### config.mk
export PLATFORM = sky130hd
export DESIGN_NAME = btb_predictor
export DESIGN_NICKNAME = d
export VERILOG_FILES = /design/src/rtl/btb_predictor.sv
export SDC_FILE = /design/constraint.sdc
export NUM_CORES = 1
export LEC_CHECK = 0
export ABC_CLOCK_PERIOD_IN_PS = 5500
export CAP_MARGIN = 20
export CORE_ASPECT_RATIO = 0.75
export CORE_MARGIN = 3
export CORE_UTILIZATION = 50
export CTS_CLUSTER_DIAMETER = 40
export CTS_CLUSTER_SIZE = 40
export DETAILED_ROUTE_END_ITERATION = 8
export GPL_TIMING_DRIVEN = 0
export PLACE_DENSITY = 0.66
export SETUP_SLACK_MARGIN = 0.3
export SLEW_MARGIN = 20
export SYNTH_ARGS = -nofsm -noshare
export SYNTH_HDL_FRONTEND = slang
export SYNTH_SLANG_ARGS = --single-unit
### constraint.sdc
create_clock -name CLK -period 5.5 [get_ports CLK]
set_input_delay 1.1 -clock CLK [delete_from_list [all_inputs] [get_ports CLK]]
set_output_delay 1.1 -clock CLK [all_outputs]
set_load 0.05 [all_outputs]
### src/rtl/btb_predictor.sv
// Direct-mapped branch target buffer with 2-bit direction counters and a sequential invalidate sweep.
// Optional statistics counters are built only when BTB_STATS_EN is defined.
module btb_predictor #(
  parameter int         ENTRIES  = 16,
  parameter logic [1:0] CTR_INIT = 2'b10,
  localparam int        IDX_W    = $clog2(ENTRIES),
  localparam int        TAG_W    = 30 - IDX_W
) (
  input  logic        CLK,
  input  logic        RESET,
  input  logic [31:0] IF_PC,
  output logic        Pred_Taken,
  output logic [31:0] Pred_Target,
  input  logic        Upd_Valid,
  input  logic [31:0] Upd_PC,
  input  logic        Upd_Taken,
  input  logic [31:0] Upd_Target,
  input  logic        Upd_Pred,
  input  logic        Inv_Req,
  output logic        Busy,
  output logic [31:0] Stat_Updates,
  output logic [31:0] Stat_Mispred
);

  typedef enum logic {IDLE, SWEEP} state_t;

  function automatic logic [1:0] sat_inc(input logic [1:0] c);
    return (c == 2'b11) ? c : c + 2'd1;
  endfunction

  function automatic logic [1:0] sat_dec(input logic [1:0] c);
    return (c == 2'b00) ? c : c - 2'd1;
  endfunction

  state_t             state_q, state_d;
  logic [IDX_W-1:0]   ptr_q, ptr_d;
  logic               valid_q  [ENTRIES];
  logic               valid_d  [ENTRIES];
  logic [TAG_W-1:0]   tag_q    [ENTRIES];
  logic [TAG_W-1:0]   tag_d    [ENTRIES];
  logic [31:0]        target_q [ENTRIES];
  logic [31:0]        target_d [ENTRIES];
  logic [1:0]         ctr_q    [ENTRIES];
  logic [1:0]         ctr_d    [ENTRIES];

  logic [IDX_W-1:0] lk_idx, upd_idx;
  logic [TAG_W-1:0] lk_tag, upd_tag;
  logic             lk_hit, upd_hit, upd_accept;

  assign lk_idx  = IF_PC[IDX_W+1:2];
  assign lk_tag  = IF_PC[31:IDX_W+2];
  assign upd_idx = Upd_PC[IDX_W+1:2];
  assign upd_tag = Upd_PC[31:IDX_W+2];

  // Lookups are suppressed while sweeping so stale entries never predict.
  assign lk_hit      = (state_q == IDLE) && valid_q[lk_idx] && (tag_q[lk_idx] == lk_tag);
  assign Pred_Taken  = lk_hit && ctr_q[lk_idx][1];
  assign Pred_Target = lk_hit ? target_q[lk_idx] : 32'd0;
  assign Busy        = (state_q == SWEEP);

  assign upd_hit    = valid_q[upd_idx] && (tag_q[upd_idx] == upd_tag);
  assign upd_accept = (state_q == IDLE) && Upd_Valid && !Inv_Req;

  always_comb begin
    state_d  = state_q;
    ptr_d    = ptr_q;
    valid_d  = valid_q;
    tag_d    = tag_q;
    target_d = target_q;
    ctr_d    = ctr_q;
    case (state_q)
      IDLE: begin
        if (Inv_Req) begin
          state_d = SWEEP;
          ptr_d   = '0;
        end else if (Upd_Valid) begin
          if (upd_hit) begin
            if (Upd_Taken) begin
              ctr_d[upd_idx]    = sat_inc(ctr_q[upd_idx]);
              target_d[upd_idx] = Upd_Target;
            end else begin
              ctr_d[upd_idx]    = sat_dec(ctr_q[upd_idx]);
            end
          end else if (Upd_Taken) begin
            valid_d[upd_idx]  = 1'b1;
            tag_d[upd_idx]    = upd_tag;
            target_d[upd_idx] = Upd_Target;
            ctr_d[upd_idx]    = CTR_INIT;
          end
        end
      end
      SWEEP: begin
        valid_d[ptr_q] = 1'b0;
        if (ptr_q == IDX_W'(ENTRIES - 1)) begin
          state_d = IDLE;
          ptr_d   = '0;
        end else begin
          ptr_d   = ptr_q + IDX_W'(1);
        end
      end
      default: state_d = IDLE;
    endcase
  end

  always_ff @(posedge CLK or negedge RESET) begin
    if (!RESET) begin
      state_q <= IDLE;
      ptr_q   <= '0;
      for (int i = 0; i < ENTRIES; i++) begin
        valid_q[i]  <= 1'b0;
        tag_q[i]    <= '0;
        target_q[i] <= '0;
        ctr_q[i]    <= 2'b01;
      end
    end else begin
      state_q  <= state_d;
      ptr_q    <= ptr_d;
      valid_q  <= valid_d;
      tag_q    <= tag_d;
      target_q <= target_d;
      ctr_q    <= ctr_d;
    end
  end

`ifdef BTB_STATS_EN
  logic [31:0] stat_upd_q, stat_upd_d, stat_mis_q, stat_mis_d;

  always_comb begin
    stat_upd_d = stat_upd_q;
    stat_mis_d = stat_mis_q;
    if (upd_accept) begin
      if (stat_upd_q != 32'hFFFF_FFFF) stat_upd_d = stat_upd_q + 32'd1;
      if ((Upd_Pred != Upd_Taken) && (stat_mis_q != 32'hFFFF_FFFF))
        stat_mis_d = stat_mis_q + 32'd1;
    end
  end

  always_ff @(posedge CLK or negedge RESET) begin
    if (!RESET) begin
      stat_upd_q <= '0;
      stat_mis_q <= '0;
    end else begin
      stat_upd_q <= stat_upd_d;
      stat_mis_q <= stat_mis_d;
    end
  end

  assign Stat_Updates = stat_upd_q;
  assign Stat_Mispred = stat_mis_q;

  logic unused_bits;
  assign unused_bits = ^{IF_PC[1:0], Upd_PC[1:0]};
`else
  assign Stat_Updates = 32'd0;
  assign Stat_Mispred = 32'd0;

  logic unused_bits;
  assign unused_bits = ^{IF_PC[1:0], Upd_PC[1:0], Upd_Pred, upd_accept};
`endif

endmodule

==> results of run 1 <==
==> worst max-delay path, delay by kind of cell <==
family / cells / cell delay (ps)
XOR/XNOR: 1 / 160
buffers and inverters: 5 / 940
multiplexers: 2 / 1060
AND/OR/NAND/NOR: 4 / 1380
==> Yosys cell counts (15+ instances only) <==
cell type / n / area (um^2)
clkbuf_1: 186 / 698.2
mux2i_1: 70 / 700.7
nor2b_1: 49 / 306.5
o21ai_0: 38 / 190.2
dfrtp_1: 965 / 24150
inv_1: 15 / 56.30
buf_2: 58 / 290.3
nand2_1: 54 / 202.7
nand3_1: 15 / 75.07
mux2_1: 26 / 292.8
mux2_2: 910 / 10250
xor2_1: 15 / 131.4
dfstp_2: 16 / 420.4
o22a_1: 16 / 140.1
buf_4: 79 / 593.1
mux4_2: 395 / 8896
nor2_1: 37 / 138.9
buf_1: 29 / 108.9
xnor2_1: 36 / 315.3
==> what timing repair did <==
item                                    4_1_cts  5_1_grt
pin swaps                                     8        1
resized for setup                           425       36
buffers inserted                             10        2
endpoints found under the setup margin      492      355
cloned                                        2        0
hold buffers                                  0        0
==> state kept, by name, indices dropped and copies added, names as in the netlist <==
name / count
Busy: 1
tag_q: 416
ctr_q: 32
target_q: 512
ptr_q: 4
valid_q: 16
==> final cells by class <==
| cell class | instances | area [um^2] | share of cell area |
|---|---|---|---|
| Antenna cell | 4 | 10.01 | 0.0001715 |
| Buffer | 354 | 2221 | 0.03806 |
| Clock buffer | 135 | 3173 | 0.05437 |
| Clock inverter | 93 | 1369 | 0.02345 |
| Inverter | 17 | 68.82 | 0.001179 |
| Multi-Input combinational cell | 1888 | 23660 | 0.4054 |
| Sequential cell | 981 | 24570 | 0.4210 |
| Tap cell | 1300 | 1627 | 0.02787 |
| Timing Repair Buffer | 138 | 1664 | 0.02851 |
==> power breakdown <==
part	switching, mW	internal [mW]
Sequential	0.295	7.66
Combinational	1.18	1.00
Clock	3.52	5.42
==> path summary, 6_finish.rpt <==
kind,endpoint,from,slack (ps),cells after the start
max,Pred_Target[1],IF_PC[2],-280,12
min,tag_q[190],RESET,260,1
max reg2reg,tag_q[14],tag_q[126],1240,11
min reg2reg,ctr_q[0],ctr_q[0],480,1
max in group asynchronous,target_q[213],RESET,3040,4
min in group CLK,ctr_q[0],ctr_q[0],480,1
==> logic make-up (layout without fill, tap and decap cells) <==
| group | after synthesis | in the layout | synth area share |
|---|---|---|---|
| AO/OA/AOI/OAI | 128 | 128 | 0.01902 |
| XOR/XNOR | 51 | 51 | 0.009077 |
| other | 1 | 68 | 0.00007620 |
| multiplexers | 1401 | 1401 | 0.4092 |
| flip-flops | 981 | 981 | 0.4993 |
| buffers and inverters | 371 | 737 | 0.03610 |
| adder cells (fa/ha/maj) | 6 | 6 | 0.001424 |
| AND/OR/NAND/NOR | 238 | 238 | 0.02583 |
==> layer usage <==
metal / track usage / share of wire
met4: 0.1014 / 0.033
met3: 0.1078 / 0.11
met1: 0.4565 / 0.42
met5: 0 / 0.00025
met2: 0.4516 / 0.44
==> summary.txt, run 1 <==
WL/cell: 32.76 um
Total power: 19.08 mW
Layout Area Growth over Synthesis: 18.59%
TritonCTS clock tree: done
Hold WS: 261.3 ps
WP data required: 4400 ps
IO buf count: 115
Final setup vio count: 33
PwrDens: 326.9 nW/um^2
Die ar.: 102300 um^2
Violated checks: negative setup slack
Vias in the first global route: 33690
Core Util, Final: 0.6048
Vert. Die Dim: 277.7 um
Number of synthesis warnings: 0
Arrival @ worst endpoint: 4680 ps
Setup ws final: -276.5 ps
Fin area: 58360 um^2
Initial antenna violation count: 9
Antenna-violating nets left: 0
Library cells used by synthesis: 66
Setup crit start kind: input port
DP HPWL: 107.9 mm
Worst Hold Class: input port to asynchronous set/reset pin
Final period util: 1.050
Clock buffer depth: 3
Initial Util: 0.5099
Most frequent cells in the layout: dfrtp_1, mux2_2, mux4_2, clkbuf_1, clkbuf_16
Clock sinks: 981
VDD IR max: 0.3125 mV
Synth Flop Type: dfrtp_1
Cell Area, Synth: 49210 um^2
Cell leakage power: 27.27 nW
Crit-path cells: clkbuf_16 -> buf_8 -> mux4_2 -> mux4_2 -> xnor2_2 -> nand4_1 -> nor4_4 -> nand4_1 -> buf_6 -> clkbuf_16 -> nor2b_4 -> buf_6
Commonest non-fill, non-tap cell in the layout: dfrtp_1
Share of flip-flops with an asynchronous set or reset: 1.000
Worst-path clk slew: 60 ps
Slew HR: 0.2226
Sequential area share after synthesis: 0.4993
# rows: 98
Worst Skew: 40.25 ps
GRT Overall Usage: 0.3163
Post-synthesis cell count: 3177
CTS root buf: clkbuf_16
Vias: 31990
Max-cap violations: 0
Min cycle time layout: 5777 ps
Via density: 6.515
DRT Pass-1 Iters: 8
Layout cells sized above 1: 0.5241
Fillers: 7120
Syn Area/Cell: 15.49 um^2
Grt ovf: 0
Fmax: 173.1 MHz
Post-Route WL: 160.8 mm
Unrepaired setup endpoints after global routing: true
Largest net degree at the start of global routing: 161
Crit path kind: input port to output pin
DRC: 0
Clk_lat worst skew: 750 ps
GP Congestion: 0.9607
Worst slew pin tran: 1166 ps
Pre-CTS WS: -2651 ps
H-tree levels: 3
First-pass GRT wire length: 235.3 mm
I/O pin cnt: 200
Post-route setup TNS: -6728 ps
Endpoint class of the critical path: output pin
TritonCTS buffer count: 121
Crit path max fanout: 10
Max-slew violations: 0
Critical path's largest stage delay: 550 ps
Status: finished with violations
Initial drt markers: 3544
Nets: 3607
Non-Filler Instances: 4910
Placed Cells: 4664
Crit-path slowest cell: mux4_2
Post-synth EDFFs: 0
Area after DPL: 52750 um^2
Core box area: 96500 um^2
Post-synthesis register bit count: 981
Final hold vios: 0
Die extent in x: 368.3 um
Power figures use the tool's default switching activity.
==> run 2: changes to the inputs <==
- CORE_MARGIN: 3 -> default
==> run 2 against run 1 <==
The flow still finishes with violations (negative setup slack). Die area is 2.5% lower. Sequential power hardly changed. Non-clock buffer count is 15 higher. Worst hold slack better by 13 ps. Fmax is 3.4% lower. Global-route usage is 0.93 points higher. Sequential share of layout area is 0.093 points lower. Clock power is 0.4% lower. Critical endpoint is now Pred_Target[2]. Largest power group unchanged.
==> summary.txt, run 2 (same netlist as run 1, synthesis figures left out) <==
Status: finished with violations
Violated checks: negative setup slack
Cell leakage power: 27.35 nW (+0.28%)
IO buf count: 115 (unchanged)
# rows: 99 (+1.0%)
Endpoint class of the critical path: output pin
Switching share of total power: 0.2619 (about the same)
Pre-CTS WS: -2727 ps (-75.44 ps)
Crit path kind: input port to output pin
Sequential share of power: 0.418 (about the same)
Internal Pwr Total: 14.04 mW (-0.29%)
VDD IR max: 0.2961 mV (-5.2%)
Min cycle time layout: 5980 ps (+203.9 ps)
Initial Util: 0.5054 (-0.004509)
Layout Area Growth over Synthesis: 18.86%
Clock sinks: 981 (unchanged)
CP top delay family: buffers and inverters
Via density: 6.470 (-0.69%)
Post-route setup TNS: -12940 ps (-6213 ps)
Core box area: 97360 um^2 (+0.89%)
Clock Power Share: 0.468 (about the same)
Slew HR: 0.2285 (+0.005979)
Bufs and invs on worst path: 6 (+1)
Largest net degree at the start of global routing: 146 (-9.3%)
Worst slew pin tran: 1157 ps (-8.969 ps)
Fmax: 167.2 MHz (-3.4%)
Switch Pwr: 4.983 mW (-0.19%)
Max-cap violations: 0 (unchanged)
Critical path's largest stage delay: 770 ps (+220 ps)
Worst Hold Class: input port to asynchronous set/reset pin
Vias in the first global route: 33570 (-0.33%)
Setup ws final: -480.4 ps (-203.9 ps)
WP data required: 4400 ps (about the same)
I/O pin cnt: 200 (unchanged)
Worst Skew: 31.66 ps (-8.590 ps)
Antenna-violating nets left: 0 (unchanged)
H-tree levels: 4 (+1)
GRT Overall Usage: 0.3256 (+0.009289)
Max FFs per register: 512 (unchanged)
Grt ovf: 0 (unchanged)
First-pass GRT wire length: 231.7 mm (-1.5%)
CTS root buf: clkbuf_16
Setup crit start kind: input port
Most frequent cells in the layout: dfrtp_1, mux2_2, mux4_2, clkbuf_1, clkbuf_16
Final period util: 1.087 (+0.03707)
# hold bufs at CTS: 0 (unchanged)
Worst R2R Start: Busy
Combinational share of power: 0.114 (about the same)
WL/cell: 32.14 um (-1.9%)
Hold WS: 274.5 ps (+13.20 ps)
Fillers: 7342 (+3.1%)
Final setup vio count: 33 (unchanged)
Initial antenna violation count: 6 (-3)
TritonCTS clock tree: done
Vert. Die Dim: 273.7 um (-1.4%)
Initial drt markers: 3669 (+3.5%)
Crit path max fanout: 10 (unchanged)
DP HPWL: 106.5 mm (-1.4%)
Arrival @ worst endpoint: 4880 ps (+200 ps)
Biggest register: target_q
Die extent in x: 364.3 um (-1.1%)
DRT Pass-1 Iters: 5 (-3)
Clk_lat worst skew: 760 ps (about the same)
Die ar.: 99690 um^2 (-2.5%)
Vias: 32030 (+0.12%)
Nets: 3633 (+0.72%)
PwrDens: 325.3 nW/um^2 (-0.48%)
Unrepaired setup endpoints after global routing: true
Clock buffer depth: 3 (unchanged)
Biggest regs: target_q (512), tag_q (416), ctr_q (32)
Commonest non-fill, non-tap cell in the layout: dfrtp_1
Crit-path cells: clkbuf_1 -> clkbuf_2 -> mux4_2 -> xnor2_2 -> nand4_1 -> nor3_4 -> nand4_1 -> buf_6 -> buf_12 -> clkbuf_16 -> nor2b_4 -> buf_6
Area after DPL: 52730 um^2 (about the same)
GP Congestion: 0.9858 (+2.6%)
CP startpoint: IF_PC[5]
Fin area: 58490 um^2 (+0.22%)
Post-Route WL: 159.1 mm (-1.1%)
DRC: 0 (unchanged)
Worst-path clk slew: 50 ps (about the same)
Final hold vios: 0 (unchanged)
Layout cells sized above 1: 0.5267 (+0.002595)
TritonCTS buffer count: 132 (+9.1%)
Max-slew violations: 0 (unchanged)
Crit-path slowest cell: clkbuf_2
run 2: area by class of cell:
class	count	area [um^2]	share of cell area
flip-flops and latches	981	24570	0.4201
repair buffers	153	1829	0.03128
diodes	7	17.52	0.0002995
plain buffers	354	2193	0.03750
clock inverters	82	955.9	0.01634
well taps	1313	1643	0.02809
multi-input cells	1888	23610	0.4036
clock buffers	155	3606	0.06165
inverters	17	66.31	0.001134
run 2: timing repair:
item,in CTS,in global routing
cloned,2,2
endpoints found under the hold margin,0,0
setup buffers,15,11
gates resized for setup,403,54
endpoints found under the setup margin,492,383
pin swaps,9,4
run 2: path summary, 6_finish.rpt:
path                                  end  slack (ps)  cells after the start
setup / recovery           Pred_Target[2]        -480                     12
hold / removal                 tag_q[190]         270                      1
setup reg to reg                 tag_q[8]        1150                     10
hold reg to reg                 ctr_q[14]         490                      1
max in group asynchronous   target_q[122]        2410                      5
min in group CLK                ctr_q[14]         490                      1
run 2: through the flow:
step	std cells	util	power [mW]
2_1_floorplan	3240	-	9.337
3_3_place_gp	4668	0.5392	10.07
3_5_place_dp	4675	0.5416	10.16
4_1_cts	4929	0.5971	19.08
5_1_grt	4945	0.6006	19.61
6_report	4950	0.6007	19.03
run 2: power by group through the flow:
stage                     combinational (mW)  clock (mW)  sequential, mW
final                                   2.17        8.90            7.96
after global routing                    2.30        9.31            8.00
after CTS                               2.14        8.99            7.95
after detailed placement                2.09           0            8.07
after global placement                  2.00           0            8.07
after floorplan                         1.37           0            7.97
run 2: metal layers:
layer | GRT usage | vias up | share of wire
li1 | - | 12640 | -
met1 | 0.4612 | 17280 | 0.42
met2 | 0.4709 | 1707 | 0.44
met3 | 0.1023 | 392 | 0.10
met4 | 0.1228 | 4 | 0.036
met5 | 0 | - | 0.00011
